===== src/rtl/ysyx_22040127_lsu_ctrl_pkg.sv =====
// Shared LSU definitions: FSM state encoding, access-size codes and size helper.
// REQ2/WAIT2 are only reachable when YSYX_22040127_LSU_MISALIGN_SPLIT_EN is defined.
package ysyx_22040127_pkg;

  typedef enum logic [2:0] {
    IDLE  = 3'd0,
    REQ   = 3'd1,
    WAIT  = 3'd2,
    RESP  = 3'd3,
    REQ2  = 3'd4,
    WAIT2 = 3'd5
  } lsu_state_t;

  localparam logic [1:0] SZ_B = 2'd0;
  localparam logic [1:0] SZ_H = 2'd1;
  localparam logic [1:0] SZ_W = 2'd2;
  localparam logic [1:0] SZ_D = 2'd3;

  function automatic logic [3:0] size_bytes(input logic [1:0] size);
    return 4'd1 << size;
  endfunction

endpackage


===== src/rtl/ysyx_22040127_lsu_extend.sv =====
// Combinational load-data extractor: shifts the addressed bytes down to bit 0,
// then sign- or zero-extends them according to the access size.
module ysyx_22040127_lsu_extend
  import ysyx_22040127_pkg::*;
#(
  parameter int DATA_W = 64
) (
  input  logic [DATA_W-1:0]            data,
  input  logic [$clog2(DATA_W/8)-1:0]  off,
  input  logic [1:0]                   size,
  input  logic                         is_unsigned,
  output logic [DATA_W-1:0]            ext
);

  logic [DATA_W-1:0] shifted;
  logic [DATA_W-1:0] keep;
  logic              msb;
  logic              sign;

  assign shifted = data >> {off, 3'b000};

  // keep marks the bits belonging to the access; everything above is fill
  always_comb begin
    keep = '1;
    msb  = shifted[DATA_W-1];
    unique case (size)
      SZ_B: begin
        keep = DATA_W'(8'hFF);
        msb  = shifted[7];
      end
      SZ_H: begin
        keep = DATA_W'(16'hFFFF);
        msb  = shifted[15];
      end
      SZ_W: begin
        keep = DATA_W'(32'hFFFF_FFFF);
        msb  = shifted[31];
      end
      default: begin
        keep = '1;
        msb  = shifted[DATA_W-1];
      end
    endcase
    sign = msb & ~is_unsigned;
    ext  = (shifted & keep) | (~keep & {DATA_W{sign}});
  end

endmodule


===== src/rtl/ysyx_22040127_lsu_ctrl.sv =====
// Load/store unit: EXU handshake in, aligned word bus out, extended load data back.
// Define YSYX_22040127_LSU_MISALIGN_SPLIT_EN to split word-crossing accesses into two beats.
module ysyx_22040127_lsu_ctrl
  import ysyx_22040127_pkg::*;
#(
  parameter int DATA_W = 64,
  parameter int ADDR_W = 64
) (
  input  logic                  clk,
  input  logic                  rst,
  input  logic                  req_valid,
  output logic                  req_ready,
  input  logic                  req_wen,
  input  logic [1:0]            req_size,
  input  logic                  req_unsigned,
  input  logic [ADDR_W-1:0]     req_addr,
  input  logic [DATA_W-1:0]     req_wdata,
  output logic                  resp_valid,
  input  logic                  resp_ready,
  output logic [DATA_W-1:0]     resp_rdata,
  output logic                  resp_err,
  output logic                  mem_req,
  input  logic                  mem_gnt,
  output logic                  mem_wen,
  output logic [ADDR_W-1:0]     mem_addr,
  output logic [DATA_W-1:0]     mem_wdata,
  output logic [DATA_W/8-1:0]   mem_wmask,
  input  logic                  mem_rvalid,
  input  logic [DATA_W-1:0]     mem_rdata
);

  localparam int NB    = DATA_W / 8;
  localparam int OFF_W = $clog2(NB);

  lsu_state_t state, next_state, first_done;

  logic              wen_q, uns_q, err_q;
  logic [1:0]        size_q;
  logic [ADDR_W-1:0] addr_q;
  logic [DATA_W-1:0] wdata_q, rdata_q;
  logic [OFF_W-1:0]  off_q;

  logic misalign, illegal, req_err, req_split;
  logic hi_beat;

  logic [2*NB-1:0]     mask_base, mask_wide;
  logic [2*DATA_W-1:0] wdata_wide;
  logic [ADDR_W-1:0]   addr_lo, addr_hi;

  logic [DATA_W-1:0]   ext_in, ext_data;
  logic [OFF_W-1:0]    ext_off;

  assign off_q = addr_q[OFF_W-1:0];

  always_comb begin
    misalign = 1'b0;
    unique case (req_size)
      SZ_B:    misalign = 1'b0;
      SZ_H:    misalign = req_addr[0];
      SZ_W:    misalign = |req_addr[1:0];
      default: misalign = |req_addr[2:0];
    endcase
  end

  assign illegal = (DATA_W == 32) && (req_size == SZ_D);

`ifdef YSYX_22040127_LSU_MISALIGN_SPLIT_EN
  logic [4:0]        cross_sum;
  logic              split_q;
  logic [DATA_W-1:0] lo_q;
  logic [DATA_W-1:0] merged;

  assign cross_sum = 5'(req_addr[OFF_W-1:0]) + 5'(size_bytes(req_size));
  assign req_split = misalign && (cross_sum > 5'(NB));
  assign req_err   = illegal;
  assign hi_beat   = (state == REQ2);

  // Split loads: the low word sits in lo_q while the high word arrives on the bus
  assign merged  = DATA_W'({mem_rdata, lo_q} >> {off_q, 3'b000});
  assign ext_in  = split_q ? merged : mem_rdata;
  assign ext_off = split_q ? '0 : off_q;
`else
  assign req_split = 1'b0;
  assign req_err   = misalign | illegal;
  assign hi_beat   = 1'b0;
  assign ext_in    = mem_rdata;
  assign ext_off   = off_q;
`endif

  always_comb begin
    mask_base = '0;
    unique case (size_q)
      SZ_B:    mask_base = (2*NB)'(8'h01);
      SZ_H:    mask_base = (2*NB)'(8'h03);
      SZ_W:    mask_base = (2*NB)'(8'h0F);
      default: mask_base = (2*NB)'(8'hFF);
    endcase
    mask_wide  = mask_base << off_q;
    wdata_wide = {{DATA_W{1'b0}}, wdata_q} << {off_q, 3'b000};
  end

  assign addr_lo = {addr_q[ADDR_W-1:OFF_W], {OFF_W{1'b0}}};
  assign addr_hi = addr_lo + ADDR_W'(NB);

  assign req_ready  = (state == IDLE);
  assign resp_valid = (state == RESP);
  assign resp_err   = resp_valid & err_q;
  assign resp_rdata = rdata_q;

  assign mem_req   = (state == REQ) | hi_beat;
  assign mem_wen   = mem_req & wen_q;
  assign mem_addr  = mem_req ? (hi_beat ? addr_hi : addr_lo) : '0;
  assign mem_wmask = mem_wen ? (hi_beat ? mask_wide[2*NB-1:NB] : mask_wide[NB-1:0]) : '0;
  assign mem_wdata = mem_wen ? (hi_beat ? wdata_wide[2*DATA_W-1:DATA_W]
                                        : wdata_wide[DATA_W-1:0]) : '0;

  ysyx_22040127_lsu_extend #(
    .DATA_W (DATA_W)
  ) u_extend (
    .data        (ext_in),
    .off         (ext_off),
    .size        (size_q),
    .is_unsigned (uns_q),
    .ext         (ext_data)
  );

  always_comb begin
    next_state = state;
`ifdef YSYX_22040127_LSU_MISALIGN_SPLIT_EN
    first_done = split_q ? REQ2 : RESP;
`else
    first_done = RESP;
`endif
    unique case (state)
      IDLE:  if (req_valid) next_state = req_err ? RESP : REQ;
      REQ:   if (mem_gnt) next_state = mem_rvalid ? first_done : WAIT;
      WAIT:  if (mem_rvalid) next_state = first_done;
`ifdef YSYX_22040127_LSU_MISALIGN_SPLIT_EN
      REQ2:  if (mem_gnt) next_state = mem_rvalid ? RESP : WAIT2;
      WAIT2: if (mem_rvalid) next_state = RESP;
`endif
      RESP:  if (resp_ready) next_state = IDLE;
      default: next_state = IDLE;
    endcase
  end

  always_ff @(posedge clk or posedge rst) begin
    if (rst) state <= IDLE;
    else     state <= next_state;
  end

  always_ff @(posedge clk or posedge rst) begin
    if (rst) begin
      wen_q   <= 1'b0;
      uns_q   <= 1'b0;
      err_q   <= 1'b0;
      size_q  <= SZ_B;
      addr_q  <= '0;
      wdata_q <= '0;
    end else if (state == IDLE && req_valid) begin
      wen_q   <= req_wen;
      uns_q   <= req_unsigned;
      err_q   <= req_err;
      size_q  <= req_size;
      addr_q  <= req_addr;
      wdata_q <= req_wdata;
    end
  end

  // Response data is written once, on the transition into RESP; errors and stores return 0
  always_ff @(posedge clk or posedge rst) begin
    if (rst) begin
      rdata_q <= '0;
    end else if (next_state == RESP && state != RESP) begin
      rdata_q <= (state == IDLE || wen_q) ? '0 : ext_data;
    end
  end

`ifdef YSYX_22040127_LSU_MISALIGN_SPLIT_EN
  always_ff @(posedge clk or posedge rst) begin
    if (rst) begin
      split_q <= 1'b0;
      lo_q    <= '0;
    end else begin
      if (state == IDLE && req_valid) split_q <= req_split;
      if (split_q && mem_rvalid && ((state == REQ && mem_gnt) || state == WAIT))
        lo_q <= mem_rdata;
    end
  end
`endif

endmodule


===== config.mk =====
export PLATFORM = sky130hd
export DESIGN_NAME = ysyx_22040127_lsu_ctrl
export DESIGN_NICKNAME = d
export VERILOG_FILES = /design/src/rtl/ysyx_22040127_lsu_ctrl_pkg.sv /design/src/rtl/ysyx_22040127_lsu_extend.sv /design/src/rtl/ysyx_22040127_lsu_ctrl.sv
export SDC_FILE = /design/constraint.sdc
export NUM_CORES = 1
export LEC_CHECK = 0
export CAP_MARGIN = 25
export CORE_ASPECT_RATIO = 1.5
export CORE_MARGIN = 3
export CORE_UTILIZATION = 51
export DETAILED_ROUTE_END_ITERATION = 8
export PLACE_DENSITY = 0.88
export SLEW_MARGIN = 10
export SYNTH_ARGS = -nofsm -noshare
export SYNTH_HDL_FRONTEND = slang
export SYNTH_HIERARCHICAL = 1
export SYNTH_SLANG_ARGS = --single-unit

===== constraint.sdc =====
create_clock -name clk -period 16.9 [get_ports clk]
set_input_delay 5.07 -clock clk [delete_from_list [all_inputs] [get_ports clk]]
set_output_delay 5.07 -clock clk [all_outputs]
set_load 0.1 [all_outputs]

; ---- Yosys cells after proc, flatten, opt, wreduce, memory -nomap -nowiden
; Cells that the tools add are included.
[classes]
n_eq_ne = 9
n_shift = 3
mux = 15
bitwise_logic = 8
reduce_logical = 8
[ops]
columns = operator, n
row1 = two-way mux 64 bit, 3
row2 = one-hot mux 64 bit (3 select lines), 1
row3 = AND 64 bit, 2
row4 = NOT 64 bit, 1
row5 = OR 64 bit, 1
row6 = left shift 64 x 6 -> 64 bit, 1
row7 = >> shifter 64 x 6 -> 64 bit, 1
row8 = one-hot mux 8 bit (3 select lines), 1
row9 = left shift 16 x 3 -> 8 bit, 1
row10 = two-way mux 3 bit, 4
row11 = one-hot mux 3 bit (4 select lines), 1
row12 = == test 3 x 2 -> 1 bit (second input constant), 3
row13 = two-way mux 8 bit, 1
row14 = one-hot mux 1 bit (3 select lines), 2
row15 = == test 2 x 1 -> 1 bit (second input constant), 2
row16 = == test 2 bit (second input constant), 2
row17 = logical NOT 2 bit, 2
row18 = AND 1 bit, 3
row19 = == test 3 x 1 -> 1 bit (second input constant), 1
row20 = logical NOT 3 bit, 1
row21 = inequality test 3 x 2 -> 1 bit (second input constant), 1
row22 = OR reduction 3 bit, 1
row23 = logical AND 1 bit, 2
row24 = two-way mux 2 bit, 1
row25 = 4 further kinds, 4
[totals]
regBits = 200
in_bits = 202
out_inout_bits = 205
elab_cells = 51

; ---- Depth between registers and ports, before layout
[logic_depth]
depth_word = 7
depth_mapped = 9
ltp_nobuf = 5

; ---- Modules after synthesis
; The synthesis kept the hierarchy.
[by_module_without_submodules]
columns = module, instances, cells_each, area_per_inst_um2, seq_area_each_um2
row1 = ysyx_22040127_lsu_ctrl, 1, 769, 9854.5, 5004.8
row2 = ysyx_22040127_lsu_extend, 1, 303, 2382.3, 0.0

; ---- Worst setup path after synthesis
; Ideal clock, no wire load.
[synth_path]
path_kind = register -> output
startpoint = register state[2]
endpoint = output mem_wmask[5]
arrival_time_ns = 4.150
required_ns = 11.830
setup_slack_ns = 7.680
path_stages_with_launch = 7
n_path_buf = 2
cell_sequence = dfrtp_1 > buf_2 > nand4bb_1 > clkbuf_1 > inv_1 > o21ai_0 > a211oi_1
[synth_via]
elab_chain_cells = 3
[synth_lines]
columns = element, line
row1 = start: declaration, ysyx_22040127_lsu_ctrl.sv:35  ; lsu_state_t state, next_state, first_done;
row2 = start signal: assignment, ysyx_22040127_lsu_ctrl.sv:149  ; else state <= next_state;
row3 = == test 3 x 1 -> 1 bit, ysyx_22040127_lsu_ctrl.sv:110  ; assign mem_req = (state == REQ) | hi_beat;
row4 = AND 1 bit, ysyx_22040127_lsu_ctrl.sv:111  ; assign mem_wen = mem_req & wen_q;
row5 = via mem_wen, ysyx_22040127_lsu_ctrl.sv:24  ; output logic mem_wen,
row6 = two-way mux 8 bit, ysyx_22040127_lsu_ctrl.sv:113  ; assign mem_wmask = mem_wen ? (hi_beat ? mask_wide[2*NB-1:NB] : mask_wide[NB-1:0]) : '0;
row7 = end: declaration, ysyx_22040127_lsu_ctrl.sv:27  ; output logic [DATA_W/8-1:0] mem_wmask,
; The timed path passes the listed nets, and every way through them passes these cells.

; ---- Final worst setup path
[layout_path]
startpoint = register addr_q[0]
endpoint = output mem_wdata[53]
[layout_via]
elab_chain_cells = 2
[layout_lines]
columns = element, line
row1 = start: declaration, ysyx_22040127_lsu_ctrl.sv:39  ; logic [ADDR_W-1:0] addr_q;
row2 = start signal: assignment, ysyx_22040127_lsu_ctrl.sv:165  ; addr_q <= req_addr;
row3 = left shift 64 x 6 -> 64 bit, ysyx_22040127_lsu_ctrl.sv:99  ; wdata_wide = {{DATA_W{1'b0}}, wdata_q} << {off_q, 3'b000};
row4 = two-way mux 64 bit, ysyx_22040127_lsu_ctrl.sv:114  ; assign mem_wdata = mem_wen ? (hi_beat ? wdata_wide[2*DATA_W-1:DATA_W]
row5 = end: declaration, ysyx_22040127_lsu_ctrl.sv:26  ; output logic [DATA_W-1:0] mem_wdata,
; No other way between the ends.

==> impl_results.md <==
* Status: finished, final reports clean
* DP Area at 16,400 um2
* Critical Path AT at 4.38 ns
* Syn_area_per_cell at 11.4 um2
* Yosys cell types at 59
* Min-Delay Path Depth at 1
* F_max at 106 MHz
* Routed WL per cell at 25.2 um
* Worst-path clk slew at 0.07 ns
* Cell count after synthesis at 1,072
* Final Hold Vio Count at 0
* Clock Power Share at 15.1%
* Worst setup SP type: flop
* Die Height at 196 um
* Clock Latency Late Sink at 0.44 ns
* Clock Tree Root: clkbuf_16
* Post-CTS sizing at 0
* CORE AREA at 23,300 um2
* Post-synthesis sequential area ratio at 40.9%
* CP Capture Type: output pin
* Synth Register Bits at 200
* Initial antenna violation count at 4
* RSZ-0062 raised after global routing: false
* Final ANT Viol Nets at 0
* Via count of the first global-routing pass at 11,160
* Routability Congestion at 1.03
* DRT Wirelength at 43,900 um
* Warnings, synthesis at 6
* DRT Pass-1 Iters at 9
* Clock skew at 0.0125 ns
* Final non-filler cell total at 1,740
* Total GRT Usage at 33.0%
* I/O Pins at 407
* Psw at 1320 uW
* First-pass GRT wire length at 66,300 um
* FF-to-FF path depth at 6
* Fraction of registers with async set/reset at 100%
* H-tree levels at 4
* Slew Viols, Final at 0
* PwrDens at 161 nW/um2
* Worst hold path type: flop to flop
* Logic pwr share at 55.7%
* Setup Total Neg Slack at 0 ns
* Crit share post-route at 55.9%
* CP Max Fanout at 41
* Final setup violation count at 0
* Sequential power share at 29.2%
* Switch share at 48.4%
* Residual DRC at 0
* CTS Sinks at 200
* Internal at 1410 uW
* Area Overhead vs Synth at 38.4%
* TritonCTS buffer count at 17
* Final Cell Area at 16,900 um2
* Clock buffer depth at 2
* DR vias at 11,059
* Layout cells sized above 1 at 19.2%
* Initial Utilization at 52.5%
* Post-CTS setup buffer count at 0
* Die Wd at 132 um
* Placement row count at 68
* Peak supply drop at 92.5 uV
* DPL Wire Length at 32,100 um
* Number of port buffers at 403
* Final Critical Period at 9.45 ns
* Most common cell after layout, fill and taps aside: clkdlybuf4s50_1
* Die area at 25,900 um2
* Mapped Area at 12,200 um2
* Placed cell count at 1,704
* Max cap viols at 0
* Crit path kind: flop to output pin
* Pin count of the biggest net entering global routing at 130
* Global route total overflow at 0
* Final Core Density at 72.7%
* CP required at 11.83 ns
* Worst-Margin Slew at 1.10 ns
* CTS tree: done
* Ys flop type: dfrtp_1
* # hold bufs at CTS at 0
* Most frequent cells in the layout: clkdlybuf4s50_1 (403), dfrtp_1 (197), mux2_2 (139)
* Final #Nets at 1,611
* DR iter-0 viols at 1,026
* Leakage at 0.00694 uW
* Number of flops mapped to enable cells by yosys at 0
* Slew headroom at 26.2%
* DR vias/cell at 6.36
## cell type report
| type | count | area [um2] |
|---|---|---|
| antenna | 3 | 7.51 |
| clock inverter | 12 | 129 |
| fill | 1636 | 6370 |
| multi-input combinational | 756 | 6680 |
| clock buffer | 20 | 447 |
| tap | 315 | 394 |
| inverter | 12 | 52.6 |
| sequential | 200 | 5010 |
| timing repair buffer | 422 | 4220 |
## per-layer routing
metal	vias up	track usage, %	part of all wire, %
met5	-	0	0.025
li1	4664	-	-
met2	777	56.7	50
met4	2	19.1	6.4
met3	182	9.39	9.7
met1	5434	36.6	34
## critical path, stage by stage (launching register included)
cell and delay (ns):
dfrtp_4 0.78, buf_4 0.64, nor2b_1 0.65, a2bb2oi_1 0.20, nand2b_1 0.19, a21oi_1 0.27, clkdlybuf4s50_1 1.19
## power groups by stage
stage	sequential (uW)	clock (uW)	combinational (uW)
floorplan	992	0	902
global route	814	433	1580
detailed placement	799	0	1490
finish	798	412	1520
global placement	790	0	1470
CTS	792	416	1500
## sequential cells by signal, indices dropped and copies added (netlist names)
register	flops
resp_rdata	64
state	3
uns_q	1
size_q	2
err_q	1
wen_q	1
wdata_q	64
addr_q	64
## cell families after synthesis
logic type             share of synthesized area (%)
muxes                                           28.5
other                                         0.0306
buffers and inverters                           4.84
and+or+nand+nor                                 13.3
AOI/OAI and AO/OA                               12.5
DFF                                             40.9
## cell usage after synthesis, types with 15 or more instances
cell	n	share of area, %
a21oi_1	31	1.3
a22o_1	72	5.2
and2_1	84	4.3
buf_2	53	2.2
clkbuf_1	34	1.0
dfrtp_1	200	41
mux2_2	139	13
mux2i_1	81	6.6
mux4_2	48	8.8
nand2_1	37	1.1
nand4_1	25	1.3
nor2_1	55	1.7
nor4_1	15	0.77
## path summary, 6_finish.rpt
kind                                            start                         end  slack (ns)
max reg2reg                     addr_q[1]$_DFFE_PP0P_  resp_rdata[27]$_DFFE_PP0P_       12.95
min in group asynchronous                         rst      addr_q[24]$_DFFE_PP0P_        5.20
max                             addr_q[0]$_DFFE_PP0P_               mem_wdata[53]        7.45
min                        resp_rdata[23]$_DFFE_PP0P_  resp_rdata[23]$_DFFE_PP0P_        0.50
max in group asynchronous                         rst     wdata_q[50]$_DFFE_PP0P_       10.10
min reg2reg                resp_rdata[23]$_DFFE_PP0P_  resp_rdata[23]$_DFFE_PP0P_        0.50
## through the flow
step | hold WS, ns | total power, uW | worst slack [ns]
after floorplan | 0.472 | 1890 | 6.38
after global placement | 0.482 | 2260 | 7.99
after detailed placement | 0.481 | 2290 | 8.01
after CTS | 0.502 | 2710 | 7.50
after global routing | 0.510 | 2830 | 7.33
final | 0.499 | 2730 | 7.45
(Power assumes the default switching activity.)
